**config.mk**
```make
export PLATFORM = sky130hd
export DESIGN_NAME = mask_match_scheduler
export DESIGN_NICKNAME = d
export VERILOG_FILES = /design/src/rtl/mask_match_scheduler.sv
export SDC_FILE = /design/constraint.sdc
export NUM_CORES = 1
export LEC_CHECK = 0
export BUFFER_PORTS_ARGS = -buffer_cell sky130_fd_sc_hd__buf_2
export CAP_MARGIN = 25
export CORE_AREA = 3 3 98 100
export DETAILED_ROUTE_END_ITERATION = 8
export DIE_AREA = 0 0 101 103
export PLACE_DENSITY = 0.69
export SKIP_LAST_GASP = 1
export SLEW_MARGIN = 20
export SYNTH_ARGS = -nofsm -noshare
export SYNTH_HDL_FRONTEND = slang
export SYNTH_SLANG_ARGS = --single-unit
```
**constraint.sdc**
```tcl
create_clock -name clock -period 15.65 [get_ports clock]
set_clock_uncertainty 0.15 [all_clocks]
set_input_delay 3.13 -clock clock [delete_from_list [all_inputs] [get_ports clock]]
set_output_delay 3.13 -clock clock [all_outputs]
set_load 0.02 [all_outputs]
```
**src/rtl/mask_match_scheduler.sv**
```systemverilog
// mask_match_scheduler
//   Accepts one (weight, activation) nonzero-mask pair per block and walks
//   every position where both masks are set, lowest position first. Each
//   beat reports where that element sits in the compressed W and A streams
//   (the count of ones below that position in each mask). A block with no
//   mutual match produces a single empty beat, so the block still closes.
//
// Ports
//   clock            sole clock, rising edge
//   reset            asynchronous, active-high
//   ivalid / oready  upstream handshake (oready high only while idle)
//   bitmaskW/A       nonzero masks, LSB = position 0
//   ovalid / iready  downstream handshake
//   weightIndex      compressed-W offset of the current match
//   activationIndex  compressed-A offset of the current match
//   isLast           final beat of the block
//   isEmpty          block had no mutual match; beat carries no operands
//   numDenseW/A      popcounts of the latched masks, constant over a block
module mask_match_scheduler #(
  parameter int BITMASK_LENGTH = 16,
  parameter int INDEX_BITWIDTH = 5
) (
  input  logic                      clock,
  input  logic                      reset,
  input  logic                      ivalid,
  output logic                      oready,
  input  logic [BITMASK_LENGTH-1:0] bitmaskW,
  input  logic [BITMASK_LENGTH-1:0] bitmaskA,
  output logic                      ovalid,
  input  logic                      iready,
  output logic [INDEX_BITWIDTH-1:0] weightIndex,
  output logic [INDEX_BITWIDTH-1:0] activationIndex,
  output logic                      isLast,
  output logic                      isEmpty,
  output logic [INDEX_BITWIDTH-1:0] numDenseW,
  output logic [INDEX_BITWIDTH-1:0] numDenseA
);

  typedef enum logic [0:0] {
    IDLE  = 1'b0,
    ISSUE = 1'b1
  } state_t;

  localparam logic [BITMASK_LENGTH-1:0] MASK_ONE  = {{(BITMASK_LENGTH-1){1'b0}}, 1'b1};
  localparam logic [BITMASK_LENGTH-1:0] MASK_ZERO = {BITMASK_LENGTH{1'b0}};
  localparam logic [INDEX_BITWIDTH-1:0] IDX_ZERO  = {INDEX_BITWIDTH{1'b0}};

  // Number of set bits in a mask.
  function automatic logic [INDEX_BITWIDTH-1:0] popcount(input logic [BITMASK_LENGTH-1:0] v);
    logic [INDEX_BITWIDTH-1:0] c;
    c = IDX_ZERO;
    for (int i = 0; i < BITMASK_LENGTH; i++) begin
      c = c + {{(INDEX_BITWIDTH-1){1'b0}}, v[i]};
    end
    return c;
  endfunction

  state_t                      state_r, state_n;
  logic [BITMASK_LENGTH-1:0]   mask_w_r, mask_w_n;
  logic [BITMASK_LENGTH-1:0]   mask_a_r, mask_a_n;
  logic [BITMASK_LENGTH-1:0]   remain_r, remain_n;
  logic [INDEX_BITWIDTH-1:0]   num_w_r, num_w_n;
  logic [INDEX_BITWIDTH-1:0]   num_a_r, num_a_n;

  logic [BITMASK_LENGTH-1:0]   low_bit_s;
  logic [BITMASK_LENGTH-1:0]   below_s;
  logic                        issue_s;
  logic                        empty_s;
  logic                        last_s;
  logic                        accept_s;
  logic                        fire_s;

  // Beat decode: everything here depends only on registered state, so the
  // beat holds naturally while the consumer stalls.
  always_comb begin
    issue_s   = (state_r == ISSUE);
    // Two's-complement trick isolates the lowest set bit of remaining.
    low_bit_s = remain_r & (~remain_r + MASK_ONE);
    // Positions strictly below p; meaningless when remaining is zero, in
    // which case the indices are forced to zero below.
    below_s   = low_bit_s - MASK_ONE;
    empty_s   = (remain_r == MASK_ZERO);
    // Zero or exactly one set bit left means this is the closing beat.
    last_s    = ((remain_r & (remain_r - MASK_ONE)) == MASK_ZERO);
  end

  // Handshake and output drive; oready drops combinationally under reset.
  always_comb begin
    oready          = (state_r == IDLE) && !reset;
    ovalid          = issue_s;
    accept_s        = ivalid && oready;
    fire_s          = issue_s && iready;
    isLast          = issue_s && last_s;
    isEmpty         = issue_s && empty_s;
    numDenseW       = num_w_r;
    numDenseA       = num_a_r;
    weightIndex     = IDX_ZERO;
    activationIndex = IDX_ZERO;
    if (issue_s && !empty_s) begin
      weightIndex     = popcount(mask_w_r & below_s);
      activationIndex = popcount(mask_a_r & below_s);
    end else begin
      weightIndex     = IDX_ZERO;
      activationIndex = IDX_ZERO;
    end
  end

  // Next-state logic: latch a block on accept, retire one match per fire.
  always_comb begin
    state_n  = state_r;
    mask_w_n = mask_w_r;
    mask_a_n = mask_a_r;
    remain_n = remain_r;
    num_w_n  = num_w_r;
    num_a_n  = num_a_r;
    case (state_r)
      IDLE: begin
        if (accept_s) begin
          mask_w_n = bitmaskW;
          mask_a_n = bitmaskA;
          remain_n = bitmaskW & bitmaskA;
          num_w_n  = popcount(bitmaskW);
          num_a_n  = popcount(bitmaskA);
          state_n  = ISSUE;
        end else begin
          state_n  = IDLE;
        end
      end
      ISSUE: begin
        if (fire_s) begin
          remain_n = remain_r & ~low_bit_s;
          if (last_s) begin
            state_n = IDLE;
          end else begin
            state_n = ISSUE;
          end
        end else begin
          state_n = ISSUE;
        end
      end
      default: begin
        state_n = IDLE;
      end
    endcase
  end

  // State register; reset discards any block in flight.
  always_ff @(posedge clock or posedge reset) begin
    if (reset) begin
      state_r  <= IDLE;
      mask_w_r <= MASK_ZERO;
      mask_a_r <= MASK_ZERO;
      remain_r <= MASK_ZERO;
      num_w_r  <= IDX_ZERO;
      num_a_r  <= IDX_ZERO;
    end else begin
      state_r  <= state_n;
      mask_w_r <= mask_w_n;
      mask_a_r <= mask_a_n;
      remain_r <= remain_n;
      num_w_r  <= num_w_n;
      num_a_r  <= num_a_n;
    end
  end

endmodule
```
==> flow_metrics.py, run 1 <==
metrics = {
    "floorplanning": {
        "dieArea_um2": 10400,
        "start_util_pct": 49.4,
        "ios": 60,
        "rows": 34,
        "fp.dieH_um": 103,
        "coreArea_um2": 8760,
        "die_w_um": 101,
    },
    "timing": {
        "fmaxAchievable_mhz": 117,
        "final-setup-viol-count": 0,
        "drv_slew": 0,
        "timing.final.hold_violations": 0,
        "rsz0062_at_grt": "false",
        "fin_crit_sh_pct": 54.7,
        "worst_slack_ns": 7.08,
        "setup_tns_ns": 0,
        "whs_ns": 0.326,
        "finalCriticalPeriod_ns": 8.57,
        "maxSlewHeadroom_pct": 47.3,
        "tightest_slew_ns": 0.791,
    },
    "setup_path": {
        "crit_top_cell": "fa_1",
        "cp-end-kind": "output pin",
        "cp_slowest_cell": "fa_1",
        "worstPathCellList": "nor4_4, nand3_1, nor3_2, nand2_1, fa_1, inv_1, fa_1, inv_1, fa_1, fa_1, inv_1, ha_1, fa_1, xnor2_1, nor2_1, buf_2",
        "path_class": "reg -> out",
        "r2r_setup_slack_ns": 13.38,
        "critPathMaxFanout": 8,
        "cp-start-kind": "flip-flop",
        "required_ns": 12.37,
        "critPathMaxStageDelay_ns": 0.54,
        "arrival_ns": 5.29,
    },
    "cts": {
        "ctsResizeCount": 0,
        "root_buffer": "clkbuf_8",
        "numCtsBuffers": 9,
        "postCtsHoldBufs": 0,
        "clkSinkCount": 59,
        "cts_tree": "built",
        "clk_latency_ns": 0.35,
        "postCtsSetupBuffers": 0,
        "clk_pin_slew_ns": 0.07,
        "h-tree-depth": 3,
        "cts_max_path_buffers": 2,
    },
    "route": {
        "viasPerCell": 5.51,
        "drt_iter0_markers": 317,
        "drtPass1Iterations": 5,
        "wl_per_cell_um": 17.3,
        "drc": 0,
        "vias": 3599,
        "ant_nets": 0,
        "routed_wl_um": 11300,
    },
    "yosys": {
        "synth.distinct_cells": 45,
        "syn_nets": 581,
        "async_flop_share_pct": 100,
        "postSynthCellCount": 485,
        "synth-edff-count": 0,
        "yosysTopAreaCell": "dfrtp_1",
        "ys_seq_area_share_pct": 34.1,
        "synthTopCellsByArea": "dfrtp_1, fa_1, nand2_1",
        "avgSynthCellArea_um2": 8.93,
        "syn_area_um2": 4330,
        "synth_top_area_share_pct": 34.1,
        "yosysWarnings": 0,
        "synth.ff_latch_count": 59,
        "ys.flop_type": "dfrtp_1",
    },
    "layout": {
        "syn_to_final_growth_pct": 14.6,
        "final_cells": 653,
        "nets": 636,
        "mostFrequentLayoutCell": "nand2_1",
        "diodes": 0,
        "final_cell_mix": "nand2_1, inv_1, buf_2, dfrtp_1, fa_1",
        "final_layout_size_suffix_gt1_share_pct": 16.9,
    },
    "placement": {
        "place_inst": 637,
        "dp_slack_ns": 7.50,
        "place_hpwl_um": 8730,
        "portBuffers": 59,
        "globalplace.congestion": 0.902,
    },
    "global_routing": {
        "grt_pass1_vias": 3582,
        "grt_pass1_wl_um": 18600,
        "antenna_found_initial": 0,
        "grt_max_degree": 60,
        "grt.total_usage_pct": 23.9,
        "grt.overflow.total": 0,
    },
    "hold_path": {
        "hold_class": "reg -> reg",
    },
    "outcome": {
        "status": "complete, no violations",
    },
    "run": {
        "drv_cap": 0,
    },
}
## area by class of cell
| type | instances | area [um2] |
|---|---|---|
| clock buffer | 11 | 141 |
| clock inverter | 5 | 100 |
| fill | 829 | 3800 |
| inverter | 60 | 225 |
| multi-input combinational | 346 | 2540 |
| sequential | 59 | 1480 |
| tap | 108 | 135 |
| timing repair buffer | 64 | 345 |
## worst paths after layout
path                       cells past startpoint                       end                     start
max                                           16        activationIndex[2]   remain_r[4]$_DFFE_PP0P_
min                                            2  numDenseA[3]$_DFFE_PP0P_  numDenseA[3]$_DFFE_PP0P_
max reg2reg                                    6   remain_r[6]$_DFFE_PP0P_          ovalid$_DFF_PP0_
min reg2reg                                    2  numDenseA[3]$_DFFE_PP0P_  numDenseA[3]$_DFFE_PP0P_
max in group asynchronous                      3   mask_w_r[0]$_DFFE_PP0P_                     reset
min in group asynchronous                      3   remain_r[7]$_DFFE_PP0P_                     reset
## cells in the mapped netlist (all sizes together), types with 2 or more instances
cell    number
dfrtp       59
nor3b        3
a211oi       3
nand3       12
a32o         2
and3         7
a21oi       17
fa          40
xor2         6
and2b        2
or4          3
o31a         2
nor2b        2
a31oi        7
xnor2        2
a21o         5
o21ai       30
clkbuf      12
nor4         6
ha          20
a211o        2
and2         9
o31ai        2
nor2        26
inv         60
nand2      117
o22ai        4
nor3         6
buf          8
## routing by layer
metal | GRT usage (%) | wire (um)
met1 | 34.0 | 5020
met2 | 36.1 | 5160
met3 | 5.68 | 834
met4 | 8.08 | 282
met5 | 0 | 0
## critical path: cells and delay by family, from the launching register on
family	cells	cell delay [ns]
fa+ha+maj	6	2.64
flops	1	0.47
buf+inv	4	0.32
simple gates	5	1.36
xor+xnor	1	0.15
## stage by stage
step	utilization, %	cell area (um2)
finish	56.6	4960
global route	56.6	4960
detailed placement	53.9	4720
CTS	56.6	4960
floorplan	-	4330
global placement	53.6	4700
## cells by family (layout without fill, tap and decap cells)
| kind of cell | Yosys count | in the layout | share of synthesized area [%] |
|---|---|---|---|
| adders and majority gates | 61 | 61 | 24.5 |
| AOI/OAI and AO/OA | 80 | 80 | 11.3 |
| buffers and inverters | 80 | 140 | 7.43 |
| xor gates and xnor gates | 8 | 8 | 1.62 |
| DFF | 59 | 59 | 34.1 |
| and+or+nand+nor | 197 | 197 | 21.1 |
## flip-flops by register name, indices dropped and copies added (netlist names)
register,flops
mask_a_r,16
numDenseA,5
ovalid,1
numDenseW,5
mask_w_r,16
remain_r,16
Power of run 1 is left out: the tool's default activity adds up to more than one toggle a clock period on the data nets, which glitch-free logic cannot reach.
==> inputs of run 2 (changes only) <==
Clock period 15.65 ns to 8.3 ns, I/O delays scaled along.
==> run 2 against run 1 <==
Worst setup slack got worse by 5.9 ns. Final cell count unchanged. Via count increased by 0.11%. Wire length about the same. Register-to-register slack got worse by 7.4 ns. Non-clock buffer count unchanged. Sequential share of layout area increased by 0.090 points. Critical path depth unchanged. Flip-flop and latch count unchanged. Final area decreased by 0.30%. Worst hold slack got worse by 0.0021 ns. Die area unchanged.
==> flow_metrics.py, run 2 (same netlist as run 1, synthesis figures left out) <==
metrics = {
    "run": {
        "drv_cap": 0,
    },
    "cts": {
        "h-tree-depth": 3,
        "cts_max_path_buffers": 2,
        "postCtsHoldBufs": 0,
        "cts_tree": "built",
        "ctsResizeCount": 0,
        "clk_latency_ns": 0.34,
        "clk_pin_slew_ns": 0.07,
        "root_buffer": "clkbuf_8",
        "postCtsSetupBuffers": 0,
        "numCtsBuffers": 9,
        "clkSinkCount": 59,
    },
    "timing": {
        "fin_crit_sh_pct": 85.4,
        "rsz0062_at_grt": "false",
        "timing.final.hold_violations": 0,
        "maxSlewHeadroom_pct": 48.6,
        "finalCriticalPeriod_ns": 7.09,
        "tightest_slew_ns": 0.771,
        "fmaxAchievable_mhz": 141,
        "final-setup-viol-count": 0,
        "whs_ns": 0.324,
        "setup_tns_ns": 0,
        "drv_slew": 0,
    },
    "global_routing": {
        "use_met3_pct": 5.01,
        "grt_busiest_layer": "met2",
        "grt_max_degree": 60,
        "antenna_found_initial": 0,
        "grt_pass1_wl_um": 18600,
        "grt.overflow.total": 0,
        "grt.met1_usage_pct": 33.2,
        "use_met2_pct": 36.8,
        "grt.total_usage_pct": 23.6,
        "grt_pass1_vias": 3608,
    },
    "layout": {
        "top_regs": "mask_a_r x16, mask_w_r x16, remain_r x16",
        "diodes": 0,
        "n_fill_cell": 842,
        "final_cell_mix": "nand2_1, inv_1, buf_2, dfrtp_1, fa_1",
        "seqCellArea_um2": 1480,
        "mostFrequentLayoutCell": "nand2_1",
        "syn_to_final_growth_pct": 14.3,
        "nets": 636,
        "multiInputGateArea_um2": 2540,
        "final_layout_size_suffix_gt1_share_pct": 17.1,
    },
    "setup_path": {
        "required_ns": 6.49,
        "cp_slowest_cell": "fa_1",
        "critPathMaxStageDelay_ns": 0.55,
        "cp_top_family": "adder cells",
        "path_depth": 16,
        "crit_top_cell": "fa_1",
        "path_class": "reg -> out",
        "cp-start-kind": "flip-flop",
        "path_buf_inv": 4,
        "ff2ff_path_depth": 4,
        "arrival_ns": 5.28,
        "critPathMaxFanout": 8,
        "cp-end-kind": "output pin",
        "worstPathCellList": "nor4_1, nand3_1, nor3_2, nand2_1, fa_1, inv_1, fa_1, inv_1, fa_1, fa_1, inv_1, ha_1, fa_1, xnor2_1, nor2_1, buf_2",
    },
    "route": {
        "ant_nets": 0,
        "drc": 0,
        "viasPerCell": 5.52,
        "wl_per_cell_um": 17.3,
        "drtPass1Iterations": 5,
        "vias": 3603,
        "routed_wl_um": 11300,
        "drt_iter0_markers": 367,
    },
    "placement": {
        "place_hpwl_um": 8740,
        "globalplace.congestion": 0.902,
        "portBuffers": 59,
    },
    "floorplanning": {
        "dieArea_um2": 10400,
        "die_w_um": 101,
        "rows": 34,
        "ios": 60,
        "coreArea_um2": 8760,
        "start_util_pct": 49.4,
        "fp.dieH_um": 103,
    },
    "outcome": {
        "status": "complete, no violations",
    },
    "hold_path": {
        "hold_class": "reg -> reg",
        "holdPathStages": 2,
    },
}
## run 2: changes by cell type in the layout (fill, tap and decap cells not counted)
cell / change
bufinv_16: -1
clkbuf_1: -1
clkbuf_8: +1
clkinv_2: +1
## run 2: final cells by class
cell class / count / area share [%]
Sequential cell: 59 / 29.8
Multi-Input combinational cell: 346 / 51.3
Timing Repair Buffer: 64 / 6.98
Clock inverter: 5 / 1.52
Clock buffer: 11 / 3.06
Tap cell: 108 / 2.73
Inverter: 60 / 4.55
## run 2: routing by layer
layer  share of wire, %  up-vias  wire length, um
met5                  0        -                0
met4                2.2        0              251
met3                8.4       21              949
met2                 47      152             5320
met1                 42     1742             4760
li1                   -     1688                -
## run 2: final timing paths
| path | startpoint | end | slack [ns] |
|---|---|---|---|
| hold reg to reg | numDenseA[3]$_DFFE_PP0P_ | numDenseA[3]$_DFFE_PP0P_ | 0.32 |
| setup reg to reg | remain_r[8]$_DFFE_PP0P_ | remain_r[15]$_DFFE_PP0P_ | 6.00 |
| hold / removal | numDenseA[3]$_DFFE_PP0P_ | numDenseA[3]$_DFFE_PP0P_ | 0.32 |
| min in group asynchronous | reset | remain_r[7]$_DFFE_PP0P_ | 1.40 |
| setup / recovery | remain_r[8]$_DFFE_PP0P_ | activationIndex[2] | 1.21 |
| max in group asynchronous | reset | mask_w_r[13]$_DFFE_PP0P_ | 6.08 |
## run 2: worst min-delay path, cell delays in order (launching register included)
cell and delay, ns:
dfrtp_1 0.34, nand2_1 0.04, o21ai_0 0.06
## run 2: through the flow
step	cell area [um2]	setup slack, ns	util (%)	std cells
3_3_place_gp	4700	1.77	53.6	636
5_1_grt	4950	0.882	56.5	653
2_1_floorplan	4330	1.92	-	485
6_report	4950	1.21	56.5	653
4_1_cts	4950	1.23	56.5	653
3_5_place_dp	4720	1.62	53.9	637
Power of run 2 is left out for the same reason.
